`src/rtl/alu_cmd_driver_if.sv`:
```
// Command, ALU-operand and response bundle for alu_cmd_driver.
// rsp_tag exists only when ALU_DRV_TAG_EN is defined.
interface alu_cmd_driver_if #(
  parameter int unsigned CNT_W = 16
);
  logic             cmd_valid;
  logic             cmd_ready;
  logic [7:0]       cmd_a;
  logic [7:0]       cmd_b;
  logic [3:0]       cmd_op;
  logic [7:0]       alu_a;
  logic [7:0]       alu_b;
  logic [3:0]       alu_op;
  logic [8:0]       alu_out;
  logic             rsp_valid;
  logic             rsp_ready;
  logic [7:0]       rsp_a;
  logic [7:0]       rsp_b;
  logic [3:0]       rsp_op;
  logic [8:0]       rsp_out;
  logic             busy;
  logic [CNT_W-1:0] issued_cnt;
`ifdef ALU_DRV_TAG_EN
  logic [3:0]       rsp_tag;
`endif

  // master: the driver itself
  modport master (
`ifdef ALU_DRV_TAG_EN
    output rsp_tag,
`endif
    input  cmd_valid, cmd_a, cmd_b, cmd_op, alu_out, rsp_ready,
    output cmd_ready, alu_a, alu_b, alu_op,
    output rsp_valid, rsp_a, rsp_b, rsp_op, rsp_out, busy, issued_cnt
  );

  // slave: sequencer, ALU and response consumer around the driver
  modport slave (
`ifdef ALU_DRV_TAG_EN
    input  rsp_tag,
`endif
    output cmd_valid, cmd_a, cmd_b, cmd_op, alu_out, rsp_ready,
    input  cmd_ready, alu_a, alu_b, alu_op,
    input  rsp_valid, rsp_a, rsp_b, rsp_op, rsp_out, busy, issued_cnt
  );
endinterface

```
`src/rtl/alu_cmd_driver.sv`:
```
// Buffers (a,b,op) commands in a FIFO, issues them one at a time to a combinational ALU
// and returns the sampled result on a valid/ready port. Define ALU_DRV_TAG_EN to add rsp_tag.
module alu_cmd_driver #(
  parameter int unsigned DEPTH   = 4,
  parameter int unsigned ALU_LAT = 1,
  parameter int unsigned CNT_W   = 16
) (
  input  logic             clk,
  input  logic             rst,
  alu_cmd_driver_if.master bus
);
  localparam int unsigned PTR_W    = (DEPTH > 1) ? $clog2(DEPTH) : 1;
  localparam int unsigned OCC_W    = PTR_W + 1;
  localparam int unsigned LAT_W    = (ALU_LAT > 1) ? $clog2(ALU_LAT) : 1;
  localparam int unsigned LAT_LAST = (ALU_LAT > 1) ? ALU_LAT - 2 : 0;

  typedef struct packed {
`ifdef ALU_DRV_TAG_EN
    logic [3:0] tag;
`endif
    logic [7:0] a;
    logic [7:0] b;
    logic [3:0] op;
  } entry_t;

  typedef enum logic [2:0] {S_IDLE, S_ISSUE, S_WAIT, S_CAPT, S_HOLD} state_t;

  state_t           state, state_next;
  entry_t           mem [DEPTH];
  entry_t           wr_entry;
  entry_t           cur;
  logic [PTR_W-1:0] wr_ptr, rd_ptr;
  logic [OCC_W-1:0] occ, occ_next;
  logic [LAT_W-1:0] lat_cnt;
  logic [CNT_W-1:0] issued_q;
  logic             push, pop;
  logic             load_alu, capture, raise_valid, complete;
`ifdef ALU_DRV_TAG_EN
  logic [3:0]       push_tag;
  logic [3:0]       alu_tag;
`endif

  assign push           = bus.cmd_valid && bus.cmd_ready;
  assign pop            = (state == S_IDLE) && (occ != '0);
  assign bus.issued_cnt = issued_q;

  always_comb begin
    wr_entry    = '0;
    wr_entry.a  = bus.cmd_a;
    wr_entry.b  = bus.cmd_b;
    wr_entry.op = bus.cmd_op;
`ifdef ALU_DRV_TAG_EN
    wr_entry.tag = push_tag;
`endif
  end

  always_comb begin
    occ_next = occ;
    if (push && !pop)      occ_next = occ + OCC_W'(1);
    else if (!push && pop) occ_next = occ - OCC_W'(1);
  end

  always_ff @(posedge clk) begin
    if (rst) state <= S_IDLE;
    else     state <= state_next;
  end

  // Response is captured in CAPT and raised on the following edge, so the data is
  // already settled in rsp_* for the whole time rsp_valid is high.
  always_comb begin
    state_next  = state;
    load_alu    = 1'b0;
    capture     = 1'b0;
    raise_valid = 1'b0;
    complete    = 1'b0;
    unique case (state)
      S_IDLE:  if (pop) state_next = S_ISSUE;
      S_ISSUE: begin
        load_alu   = 1'b1;
        state_next = (ALU_LAT > 1) ? S_WAIT : S_CAPT;
      end
      S_WAIT:  if (lat_cnt == LAT_W'(LAT_LAST)) state_next = S_CAPT;
      S_CAPT: begin
        capture    = 1'b1;
        state_next = S_HOLD;
      end
      S_HOLD: begin
        if (!bus.rsp_valid) begin
          raise_valid = 1'b1;
        end else if (bus.rsp_ready) begin
          complete   = 1'b1;
          state_next = S_IDLE;
        end
      end
      default: state_next = S_IDLE;
    endcase
  end

  always_ff @(posedge clk) begin
    if (push) mem[wr_ptr] <= wr_entry;
  end

  // FIFO pointers, occupancy and the registered status outputs
  always_ff @(posedge clk) begin
    if (rst) begin
      wr_ptr        <= '0;
      rd_ptr        <= '0;
      occ           <= '0;
      cur           <= '0;
      bus.cmd_ready <= 1'b1;
      bus.busy      <= 1'b0;
`ifdef ALU_DRV_TAG_EN
      push_tag      <= '0;
`endif
    end else begin
      if (push) begin
        wr_ptr <= wr_ptr + PTR_W'(1);
`ifdef ALU_DRV_TAG_EN
        push_tag <= push_tag + 4'(1);
`endif
      end
      if (pop) begin
        cur    <= mem[rd_ptr];
        rd_ptr <= rd_ptr + PTR_W'(1);
      end
      occ           <= occ_next;
      bus.cmd_ready <= (occ_next != OCC_W'(DEPTH));
      bus.busy      <= (state_next != S_IDLE) || (occ_next != '0);
    end
  end

  always_ff @(posedge clk) begin
    if (rst || state != S_WAIT) lat_cnt <= '0;
    else                        lat_cnt <= lat_cnt + LAT_W'(1);
  end

  // ALU operand and response registers
  always_ff @(posedge clk) begin
    if (rst) begin
      bus.alu_a     <= '0;
      bus.alu_b     <= '0;
      bus.alu_op    <= '0;
      bus.rsp_valid <= 1'b0;
      bus.rsp_a     <= '0;
      bus.rsp_b     <= '0;
      bus.rsp_op    <= '0;
      bus.rsp_out   <= '0;
      issued_q      <= '0;
`ifdef ALU_DRV_TAG_EN
      alu_tag       <= '0;
      bus.rsp_tag   <= '0;
`endif
    end else begin
      if (load_alu) begin
        bus.alu_a  <= cur.a;
        bus.alu_b  <= cur.b;
        bus.alu_op <= cur.op;
`ifdef ALU_DRV_TAG_EN
        alu_tag    <= cur.tag;
`endif
      end
      if (capture) begin
        bus.rsp_out <= bus.alu_out;
        bus.rsp_a   <= bus.alu_a;
        bus.rsp_b   <= bus.alu_b;
        bus.rsp_op  <= bus.alu_op;
`ifdef ALU_DRV_TAG_EN
        bus.rsp_tag <= alu_tag;
`endif
      end
      if (raise_valid) bus.rsp_valid <= 1'b1;
      if (complete) begin
        bus.rsp_valid <= 1'b0;
        issued_q      <= issued_q + CNT_W'(1);
      end
    end
  end

endmodule

```
`src/flat_wrapper.sv`:
```
// flat-port wrapper written by rule: the top's interface ports become plain ports
module alu_cmd_driver_flat 
#(
  parameter int unsigned DEPTH   = 4,
  parameter int unsigned ALU_LAT = 1,
  parameter int unsigned CNT_W   = 16
)
  (clk, rst, bus_cmd_valid, bus_cmd_a, bus_cmd_b, bus_cmd_op, bus_alu_out, bus_rsp_ready, bus_cmd_ready, bus_alu_a, bus_alu_b, bus_alu_op, bus_rsp_valid, bus_rsp_a, bus_rsp_b, bus_rsp_op, bus_rsp_out, bus_busy, bus_issued_cnt);
  alu_cmd_driver_if #(.CNT_W(CNT_W)) bus_i ();
  input  logic clk;
  input  logic rst;
  input wire logic [$bits(bus_i.cmd_valid)-1:0] bus_cmd_valid;
  input wire logic [$bits(bus_i.cmd_a)-1:0] bus_cmd_a;
  input wire logic [$bits(bus_i.cmd_b)-1:0] bus_cmd_b;
  input wire logic [$bits(bus_i.cmd_op)-1:0] bus_cmd_op;
  input wire logic [$bits(bus_i.alu_out)-1:0] bus_alu_out;
  input wire logic [$bits(bus_i.rsp_ready)-1:0] bus_rsp_ready;
  output wire logic [$bits(bus_i.cmd_ready)-1:0] bus_cmd_ready;
  output wire logic [$bits(bus_i.alu_a)-1:0] bus_alu_a;
  output wire logic [$bits(bus_i.alu_b)-1:0] bus_alu_b;
  output wire logic [$bits(bus_i.alu_op)-1:0] bus_alu_op;
  output wire logic [$bits(bus_i.rsp_valid)-1:0] bus_rsp_valid;
  output wire logic [$bits(bus_i.rsp_a)-1:0] bus_rsp_a;
  output wire logic [$bits(bus_i.rsp_b)-1:0] bus_rsp_b;
  output wire logic [$bits(bus_i.rsp_op)-1:0] bus_rsp_op;
  output wire logic [$bits(bus_i.rsp_out)-1:0] bus_rsp_out;
  output wire logic [$bits(bus_i.busy)-1:0] bus_busy;
  output wire logic [$bits(bus_i.issued_cnt)-1:0] bus_issued_cnt;
  assign bus_i.cmd_valid = bus_cmd_valid;
  assign bus_i.cmd_a = bus_cmd_a;
  assign bus_i.cmd_b = bus_cmd_b;
  assign bus_i.cmd_op = bus_cmd_op;
  assign bus_i.alu_out = bus_alu_out;
  assign bus_i.rsp_ready = bus_rsp_ready;
  assign bus_cmd_ready = bus_i.cmd_ready;
  assign bus_alu_a = bus_i.alu_a;
  assign bus_alu_b = bus_i.alu_b;
  assign bus_alu_op = bus_i.alu_op;
  assign bus_rsp_valid = bus_i.rsp_valid;
  assign bus_rsp_a = bus_i.rsp_a;
  assign bus_rsp_b = bus_i.rsp_b;
  assign bus_rsp_op = bus_i.rsp_op;
  assign bus_rsp_out = bus_i.rsp_out;
  assign bus_busy = bus_i.busy;
  assign bus_issued_cnt = bus_i.issued_cnt;
  alu_cmd_driver #(.DEPTH(DEPTH), .ALU_LAT(ALU_LAT), .CNT_W(CNT_W)) u_core (.clk(clk), .rst(rst), .bus(bus_i));
endmodule
```
`config.mk`:
```
export PLATFORM = sky130hd
export DESIGN_NAME = alu_cmd_driver_flat
export DESIGN_NICKNAME = d
export VERILOG_FILES = /design/src/rtl/alu_cmd_driver_if.sv /design/src/rtl/alu_cmd_driver.sv /design/src/flat_wrapper.sv
export SDC_FILE = /design/constraint.sdc
export NUM_CORES = 1
export LEC_CHECK = 0
export BUFFER_PORTS_ARGS = -buffer_cell sky130_fd_sc_hd__buf_2
export CORE_ASPECT_RATIO = 0.8
export CORE_MARGIN = 4
export CORE_UTILIZATION = 45
export DETAILED_ROUTE_END_ITERATION = 10
export PLACE_DENSITY = 0.65
export SLEW_MARGIN = 15
export SYNTH_ARGS = -nofsm -noshare
export SYNTH_HDL_FRONTEND = slang
export SYNTH_SLANG_ARGS = --single-unit
```
`constraint.sdc`:
```
create_clock -name clk -period 4.9 [get_ports clk]
set_input_delay 0.735 -clock clk [delete_from_list [all_inputs] [get_ports clk]]
set_output_delay 0.735 -clock clk [all_outputs]
set_load 0.05 [all_outputs]
```
==> reports/metrics.csv, run 1 <==
metric,value,unit
Slew @ Worst Pin,1.09,ns
DP Wirelength,8960,um
Hold Path Class,reg -> reg,
CP max stage cell,or4_1,
netlist area before placement,0.00669,mm2
P per Cell Area,532,mW/mm2
Die Y,117,um
"commonest non-fill, non-tap cell in the layout",nand2_1,
Post-CTS Setup Bufs,0,
WL/cell,15.6,um
Util after Layout,54.9,%
routed vias/inst,5.20,
GR peak layer,met2,
FMAX,0.381,GHz
Final Max Tran Viols,0,
Setup CP Type,reg -> reg,
GRT Overall Usage,16.4,%
fin crit period,2.63,ns
Iter 0 DRT Violations,247,
routed wire length,13500,um
required time of the critical path,5.19,ns
TritonCTS clock tree,yes,
Initial DRT Pass Iterations,5,
layout cells sized above 1,23.5,%
"Max FO, Critical Path",21,
global-route wire length before repair,21700,um
maximum VDD drop,285,uV
core footprint,0.0144,mm2
Syn Area/Cell,11.5,um2
met1 usage in global routing,23.5,%
Post-Syn Instances,580,
ys async rst share,0,%
CP startpoint kind,flip-flop,
die area,0.0169,mm2
Die X,144,um
vias post-DR,4498,
gr ovfl total,0,
clock buffer depth,2,
# resized after CTS,0,
Final nets,709,
maxcap violations,0,
Synthesis Warnings,0,
Clk Tree Root Cell,clkbuf_16,
n_diodes,0,
max incr delay on CP,0.74,ns
"CTS clk-pin slew, worst paths",0.07,ns
cts-stage hold buffer count,0,
H-tree level count,4,
Area growth syn-to-layout,18.4,%
Synth area leader,edfxtp_1,
period utilization,53.6,%
# clock sinks,179,
"Arr. time, crit path",2.92,ns
Cell variety after synth,36,
CP dominant cell by count,ha_1,
RePlAce Congestion,0.757,
Initial Utilization,46.3,%
initial antenna violation count,2,
Worst-Skew Late Latency,0.41,ns
DRC Markers,0,
post-route setup TNS,0,ns
final hold vios,0,
total CTS buffers,17,
status,"complete, no violations",
Clock Skew,0.0107,ns
LEAKAGE,2.91,nW
Slew headroom,27.2,%
Syn Nets,621,
dominant synthesized flop cell,dfxtp_1,
Yosys top cell area share,35.9,%
vias in the first global route,4241,
final antenna-violating net count,0,
"critical path, cell by cell","inv_1, ha_1, ha_1, or4_1, nor4_1, a211o_1, or3b_2",
"EDFF count, synth",80,
GR Layer Usage met2,24.6,%
crit path capture type,flip-flop,
row cnt,39,
most area-consuming cells after synthesis,"edfxtp_1, dfxtp_1, nand2_1",
number of synthesized register bits,179,
M3 GR Usage,4.43,%
pin count of the biggest net entering global routing,60,
RSZ-0062 raised after global routing,no,
"commonest non-fill, non-tap cells in the layout","nand2_1, buf_2, dfxtp_1",
# IOs,101,
register area share after synthesis,65.5,%
Port Buffers,100,
Final Setup Violations,0,
critical path: cells and delay by family, from the launching register on:
kind / cells / cell delay, ns
AO/OA/AOI/OAI: 1 / 0.16
adder cells (fa/ha/maj): 2 / 0.43
AND/OR/NAND/NOR: 3 / 1.45
buffers and inverters: 1 / 0.10
flip-flops: 1 / 0.36
cells in the mapped netlist, types with 2 or more instances:
cell,n
or4_1,5
xor2_1,5
xnor2_1,10
buf_1,2
mux4_2,20
and3_1,5
a21oi_1,84
inv_1,8
edfxtp_1,80
nor4_1,4
nand2_1,150
ha_1,8
dfxtp_1,99
o31ai_1,4
or3_1,5
nor3_1,6
o21ai_0,7
clkbuf_1,31
nand4_1,4
nor2_1,18
and4_1,2
and2_1,2
nand3_1,8
where the power goes:
part | internal, mW | switching (mW)
Combinational | 0.338 | 0.625
Sequential | 1.79 | 0.145
Clock | 0.759 | 0.558
Total | 2.88 | 1.33
logic make-up (layout without fill, tap and decap cells):
logic type      count (synthesis)  after routing  share of synthesized area [%]
buf+inv                        44            145                           2.62
xor+xnor                       15             15                           1.96
simple gates                  215            215                           14.0
compound gates                 99             99                           7.72
flops                         179            179                           65.5
fa+ha+maj                       8              8                           1.50
mux                            20             20                           6.73
path summary, 6_finish.rpt:
check | endpoint | cells past startpoint | start | slack [ns]
worst min register to register | u_core.bus.rsp_b[6] | 2 | u_core.bus.rsp_b[6] | 0.45
worst min-delay path | u_core.bus.rsp_b[6] | 2 | u_core.bus.rsp_b[6] | 0.45
worst max-delay path | u_core.bus.cmd_ready | 7 | u_core.occ[0] | 2.27
worst max register to register | u_core.bus.cmd_ready | 7 | u_core.occ[0] | 2.27
flip-flops by register name (all words and copies together), names as in the netlist:
signal,cells
u_core.bus.rsp_b,8
u_core.bus.issued_cnt,16
u_core.bus.rsp_out,9
u_core.bus.rsp_valid,1
u_core.lat_cnt,1
u_core.bus.alu_b,8
u_core.mem,80
u_core.bus.rsp_op,4
u_core.bus.rsp_a,8
u_core.bus.cmd_ready,1
u_core.bus.alu_op,4
u_core.rd_ptr,2
u_core.bus.busy,1
u_core.wr_ptr,2
u_core.bus.alu_a,8
u_core.occ,3
u_core.state,3
u_core.cur,20
area by class of cell:
cell class	instances	area, um2
clock buffer	24	524
clock inverter	8	61.3
fill	1232	6520
inverter	8	30.0
multi-input combinational	357	2150
sequential	179	4380
tap	184	230
timing repair buffer	105	546
per-stage QoR:
stage	setup WS [ns]	cell area (um2)	cells	hold WS [ns]	total power [mW]
floorplan	2.75	6690	580	0.432	2.69
global placement	2.34	7320	832	0.438	2.90
detailed placement	2.26	7320	832	0.447	2.93
CTS	2.25	7910	864	0.456	4.25
global route	2.14	7930	865	0.473	4.46
finish	2.27	7930	865	0.454	4.21
routing by layer:
| layer | part of all wire, % | vias up |
|---|---|---|
| met1 | 50 | 2126 |
| met2 | 43 | 139 |
| met4 | 0.32 | 4 |
| li1 | - | 2223 |
| met5 | 0.11 | - |
| met3 | 7.0 | 6 |
No activity file was read; power rests on OpenSTA's default activity.
==> run 2: changes to the inputs <==
--- a/config.mk
+++ b/config.mk
@@ -10,7 +10,7 @@
 export CORE_MARGIN = 4
 export CORE_UTILIZATION = 45
 export DETAILED_ROUTE_END_ITERATION = 10
-export PLACE_DENSITY = 0.65
+export PLACE_DENSITY = 0.68
 export SLEW_MARGIN = 15
 export SYNTH_ARGS = -nofsm -noshare
 export SYNTH_HDL_FRONTEND = slang
==> constraint.sdc (replaced) <==
create_clock -name clk -period 2.35 [get_ports clk]
set_input_delay 0.3525 -clock clk [delete_from_list [all_inputs] [get_ports clk]]
set_output_delay 0.3525 -clock clk [all_outputs]
set_load 0.05 [all_outputs]
==> reports/metrics.csv, run 2 (synthesized netlist as in run 1, its figures left out) <==
metric,value,unit
Slew headroom,43.9,%
Die X,144,um
maximum VDD drop,749,uV
routed vias/inst,5.26,
global-route wire length before repair,22100,um
n_diodes,0,
WL/cell,15.9,um
RePlAce Congestion,0.791,
GRT Overall Usage,16.9,%
Util after Layout,55.6,%
vias in the first global route,4335,
"CTS clk-pin slew, worst paths",0.06,ns
Port Buffers,100,
RSZ-0062 raised after global routing,no,
Worst-Skew Late Latency,0.43,ns
Hold Path Class,in -> reg,
Die Y,117,um
maxcap violations,0,
"Arr. time, crit path",2.54,ns
Top Family by Delay on Critical Path,simple AND/OR/NAND/NOR gates,
Register-to-Register Path Depth,7,
Largest Register,u_core.mem,
Initial DRT Pass Iterations,5,
status,"complete, no violations",
core footprint,0.0144,mm2
"non-filler cells, final",876,
Final nets,720,
gr ovfl total,0,
Initial Utilization,46.3,%
"worst slack, placed",0.110,ns
row cnt,39,
"Max FO, Critical Path",4,
Critical Path Stages,7,
clock buffer depth,2,
TritonCTS clock tree,yes,
CP startpoint kind,flip-flop,
period utilization,95.3,%
Area growth syn-to-layout,20.0,%
P per Cell Area,1110,mW/mm2
crit path capture type,flip-flop,
Slew @ Worst Pin,0.841,ns
routed wire length,13900,um
"commonest non-fill, non-tap cells in the layout","nand2_1, buf_2, dfxtp_1",
worst reg2reg endpoint,u_core.bus.cmd_ready,
Final Setup Violations,0,
FMAX,0.446,GHz
CP dominant cell by count,ha_1,
post-route setup TNS,0,ns
initial antenna violation count,0,
Worst Setup EP,u_core.bus.cmd_ready,
DRC Markers,0,
vias post-DR,4605,
DP Wirelength,9300,um
# IOs,101,
Final Max Tran Viols,0,
layout cells sized above 1,25.0,%
final antenna-violating net count,0,
Clk Tree Root Cell,clkbuf_16,
final hold vios,0,
CP bufs+invs,1,
"commonest non-fill, non-tap cell in the layout",nand2_1,
# clock sinks,179,
max FFs per register,80,
internal reg-to-reg setup slack,0.11,ns
pin count of the biggest net entering global routing,55,
Pwr Total,8.95,mW
crit path launch,u_core.occ[0],
LEAKAGE,2.98,nW
fillers,1226,
Iter 0 DRT Violations,340,
FF-to-FF Start,u_core.occ[0],
die area,0.0169,mm2
fin crit period,2.24,ns
Placed Cells,844,
max incr delay on CP,0.46,ns
Setup CP Type,reg -> reg,
Clock Skew,0.00701,ns
total CTS buffers,17,
H-tree level count,4,
setup ws final,0.109,ns
required time of the critical path,2.65,ns
"critical path, cell by cell","inv_1, ha_1, ha_1, or4_1, nor4_2, a211o_1, or3b_2",
CP max stage cell,or4_1,
-- run 2: cell type report --
cell class | instances | area, um2 | area share [%]
flip-flops and latches | 179 | 4380 | 54.6
inverters | 8 | 30.0 | 0.374
multi-input cells | 357 | 2160 | 26.8
clock inverters | 11 | 96.3 | 1.20
well taps | 184 | 230 | 2.87
repair buffers | 116 | 633 | 7.88
clock buffers | 21 | 504 | 6.28
-- run 2: worst min path at each step --
stage	start	cells past startpoint	end	slack [ns]
after global routing	bus_cmd_b[3]	1	u_core.mem[2][7]	0.12
final	bus_cmd_b[3]	1	u_core.mem[1][7]	0.14
after floorplan	u_core.cur[12]	2	u_core.bus.alu_a[0]	0.43
after global placement	u_core.bus.rsp_a[5]	2	u_core.bus.rsp_a[5]	0.44
after CTS	bus_cmd_b[3]	1	u_core.mem[2][7]	0.12
after detailed placement	u_core.bus.rsp_b[4]	2	u_core.bus.rsp_b[4]	0.45
-- run 2: worst register-to-register path, cell delays in order, from the launching register on --
cell     delay, ns
dfxtp_1       0.36
inv_1         0.11
ha_1          0.21
ha_1          0.22
or4_1         0.46
nor4_2        0.16
a211o_1       0.15
or3b_2        0.44
-- run 2: per-stage QoR --
step | hold slack [ns] | cell area, um2
after floorplan | 0.432 | 6690
after global placement | 0.438 | 7430
after detailed placement | 0.447 | 7430
after CTS | 0.118 | 8030
after global routing | 0.120 | 8030
final | 0.137 | 8030
-- run 2: where the power goes --
part,leakage (nW),internal [mW],switching (mW)
logic,1.14,0.781,1.42
registers,1.54,3.72,0.231
clock network,0.303,1.65,1.15
total,2.98,6.15,2.80
-- run 2: routing by layer --
layer / vias up / share of wire (%) / global-route usage, % / routed length (um)
met5: - / 0 / 0 / 0
met2: 151 / 44 / 25.7 / 6150
met4: 0 / 1.4 / 5.84 / 191
met1: 2189 / 47 / 23.5 / 6540
met3: 17 / 7.4 / 5.04 / 1040
li1: 2248 / - / - / -
-- run 2: repair_timing --
item	4_1_cts	5_1_grt
endpoints found under the setup margin	0	1
hold endpoints to repair	0	0
buffers inserted	0	0
hold buffers	0	0
gates resized for setup	0	1
==> run 3: changes to the inputs <==
--- a/config.mk
+++ b/config.mk
@@ -6,11 +6,10 @@
 export NUM_CORES = 1
 export LEC_CHECK = 0
 export BUFFER_PORTS_ARGS = -buffer_cell sky130_fd_sc_hd__buf_2
-export CORE_ASPECT_RATIO = 0.8
 export CORE_MARGIN = 4
 export CORE_UTILIZATION = 45
 export DETAILED_ROUTE_END_ITERATION = 10
-export PLACE_DENSITY = 0.68
+export PLACE_DENSITY_LB_ADDON = 0.12
 export SLEW_MARGIN = 15
 export SYNTH_ARGS = -nofsm -noshare
 export SYNTH_HDL_FRONTEND = slang
==> reports/metrics.csv, run 3 (synthesized netlist as in run 1, its figures left out) <==
metric,value,unit
P per Cell Area,1140,mW/mm2
fin crit period,2.26,ns
crit path launch,u_core.occ[0],
Worst-Skew Late Latency,0.42,ns
die area,0.0169,mm2
Final Max Tran Viols,0,
"Max FO, Critical Path",4,
cts-stage hold buffer count,0,
DP Area,0.00744,mm2
Initial DRT Pass Iterations,5,
DP Wirelength,8930,um
setup ws final,0.0894,ns
Slew @ Worst Pin,0.697,ns
total CTS buffers,17,
Largest Register,u_core.mem,
clock buffer depth,2,
DR WL met3,708,um
GRT Overall Usage,16.5,%
maximum VDD drop,521,uV
required time of the critical path,2.64,ns
"Arr. time, crit path",2.55,ns
metal2 WL,6220,um
final antenna-violating net count,0,
sequential share of power,42.6,%
# clock sinks,179,
Die Y,130,um
Iter 0 DRT Violations,261,
Placed Cells,846,
RePlAce Congestion,0.769,
initial antenna violation count,0,
Hold Path Class,in -> reg,
"worst slack, placed",0.0930,ns
Clk pwr share,32.5,%
Hold Slack,0.144,ns
period utilization,96.2,%
LEAKAGE,3.02,nW
WL/cell,15.3,um
fillers,1285,
"CTS clk-pin slew, worst paths",0.07,ns
TritonCTS clock tree,yes,
gr ovfl total,0,
Clock Skew,0.00715,ns
max FFs per register,80,
M1 wire length,6340,um
routed vias/inst,5.17,
post-route cell area,0.00811,mm2
H-tree level count,4,
status,"complete, no violations",
pin count of the biggest net entering global routing,72,
routed wire length,13400,um
row cnt,44,
layout cells sized above 1,26.2,%
crit path capture type,flip-flop,
Int Power,6.36,mW
FF-to-FF Start,u_core.occ[0],
Slew headroom,53.5,%
Port Buffers,100,
Initial Utilization,46.0,%
"non-filler cells, final",879,
Area growth syn-to-layout,21.2,%
post-route setup TNS,0,ns
CP startpoint kind,flip-flop,
maxcap violations,0,
vias post-DR,4547,
HP Start,bus_cmd_a[0],
Sw Share,31.0,%
Final nets,723,
n_diodes,0,
global-route wire length before repair,22000,um
Die X,130,um
Switch Pwr,2.86,mW
"commonest non-fill, non-tap cell in the layout",nand2_1,
top sig layer,met4,
Setup CP Type,reg -> reg,
vias in the first global route,4350,
Clk Tree Root Cell,clkbuf_16,
core footprint,0.0145,mm2
"commonest non-fill, non-tap cells in the layout","nand2_1, buf_2, dfxtp_1",
final hold vios,0,
DRC Markers,0,
# IOs,101,
combinational share of power,24.9,%
Final Setup Violations,0,
FMAX,0.442,GHz
[run 3: cell count changes in the layout (fill, tap and decap cells not counted), sizes merged]
cell	previous run	this run
clkinv	8	4
inv	10	14
buf	116	119
bufinv	1	4
clkbuf	21	18
[run 3: power by group through the flow]
stage	combinational (mW)	clock [mW]	sequential, mW
floorplan	1.38	0	4.22
global route	2.56	3.17	3.98
detailed placement	2.24	0	3.99
finish	2.29	3.00	3.93
global placement	2.20	0	3.97
CTS	2.26	3.05	3.93
[run 3: worst paths after layout]
| check | to | slack (ns) | cells after the start |
|---|---|---|---|
| max reg2reg | u_core.bus.cmd_ready | 0.09 | 7 |
| max | u_core.bus.cmd_ready | 0.09 | 7 |
| min reg2reg | u_core.bus.rsp_out[7] | 0.45 | 2 |
| min | u_core.mem[3][12] | 0.14 | 1 |
[run 3: final cells by class]
class | count | area [um2] | share of cell area, %
Tap cell | 184 | 230 | 2.84
Clock buffer | 18 | 450 | 5.55
Sequential cell | 179 | 4390 | 54.1
Clock inverter | 14 | 188 | 2.31
Multi-Input combinational cell | 357 | 2170 | 26.8
Timing Repair Buffer | 119 | 656 | 8.08
Inverter | 8 | 30.0 | 0.370
[run 3: per-stage QoR]
step	power [mW]	util (%)
floorplan	5.61	-
global placement	6.18	51.2
detailed placement	6.24	51.2
CTS	9.23	55.6
global route	9.71	55.8
finish	9.22	55.8
[run 3: critical path, stage by stage (launching register included)]
cell and delay, ns:
dfxtp_2 0.35, inv_2 0.07, ha_1 0.20, ha_2 0.20
or4_4 0.44, nor4_4 0.28, a211o_1 0.15, or3b_2 0.45
[run 3: timing repair]
action / CTS / global route
buffers inserted: 0 / 1
endpoints found under the setup margin: 0 / 1
resized for setup: 0 / 7
[run 3: per-layer routing]
metal	GRT usage, %	up-vias
met1	22.9	2190
met2	25.9	101
met4	5.99	0
met3	3.60	13
met5	0	-
li1	-	2243
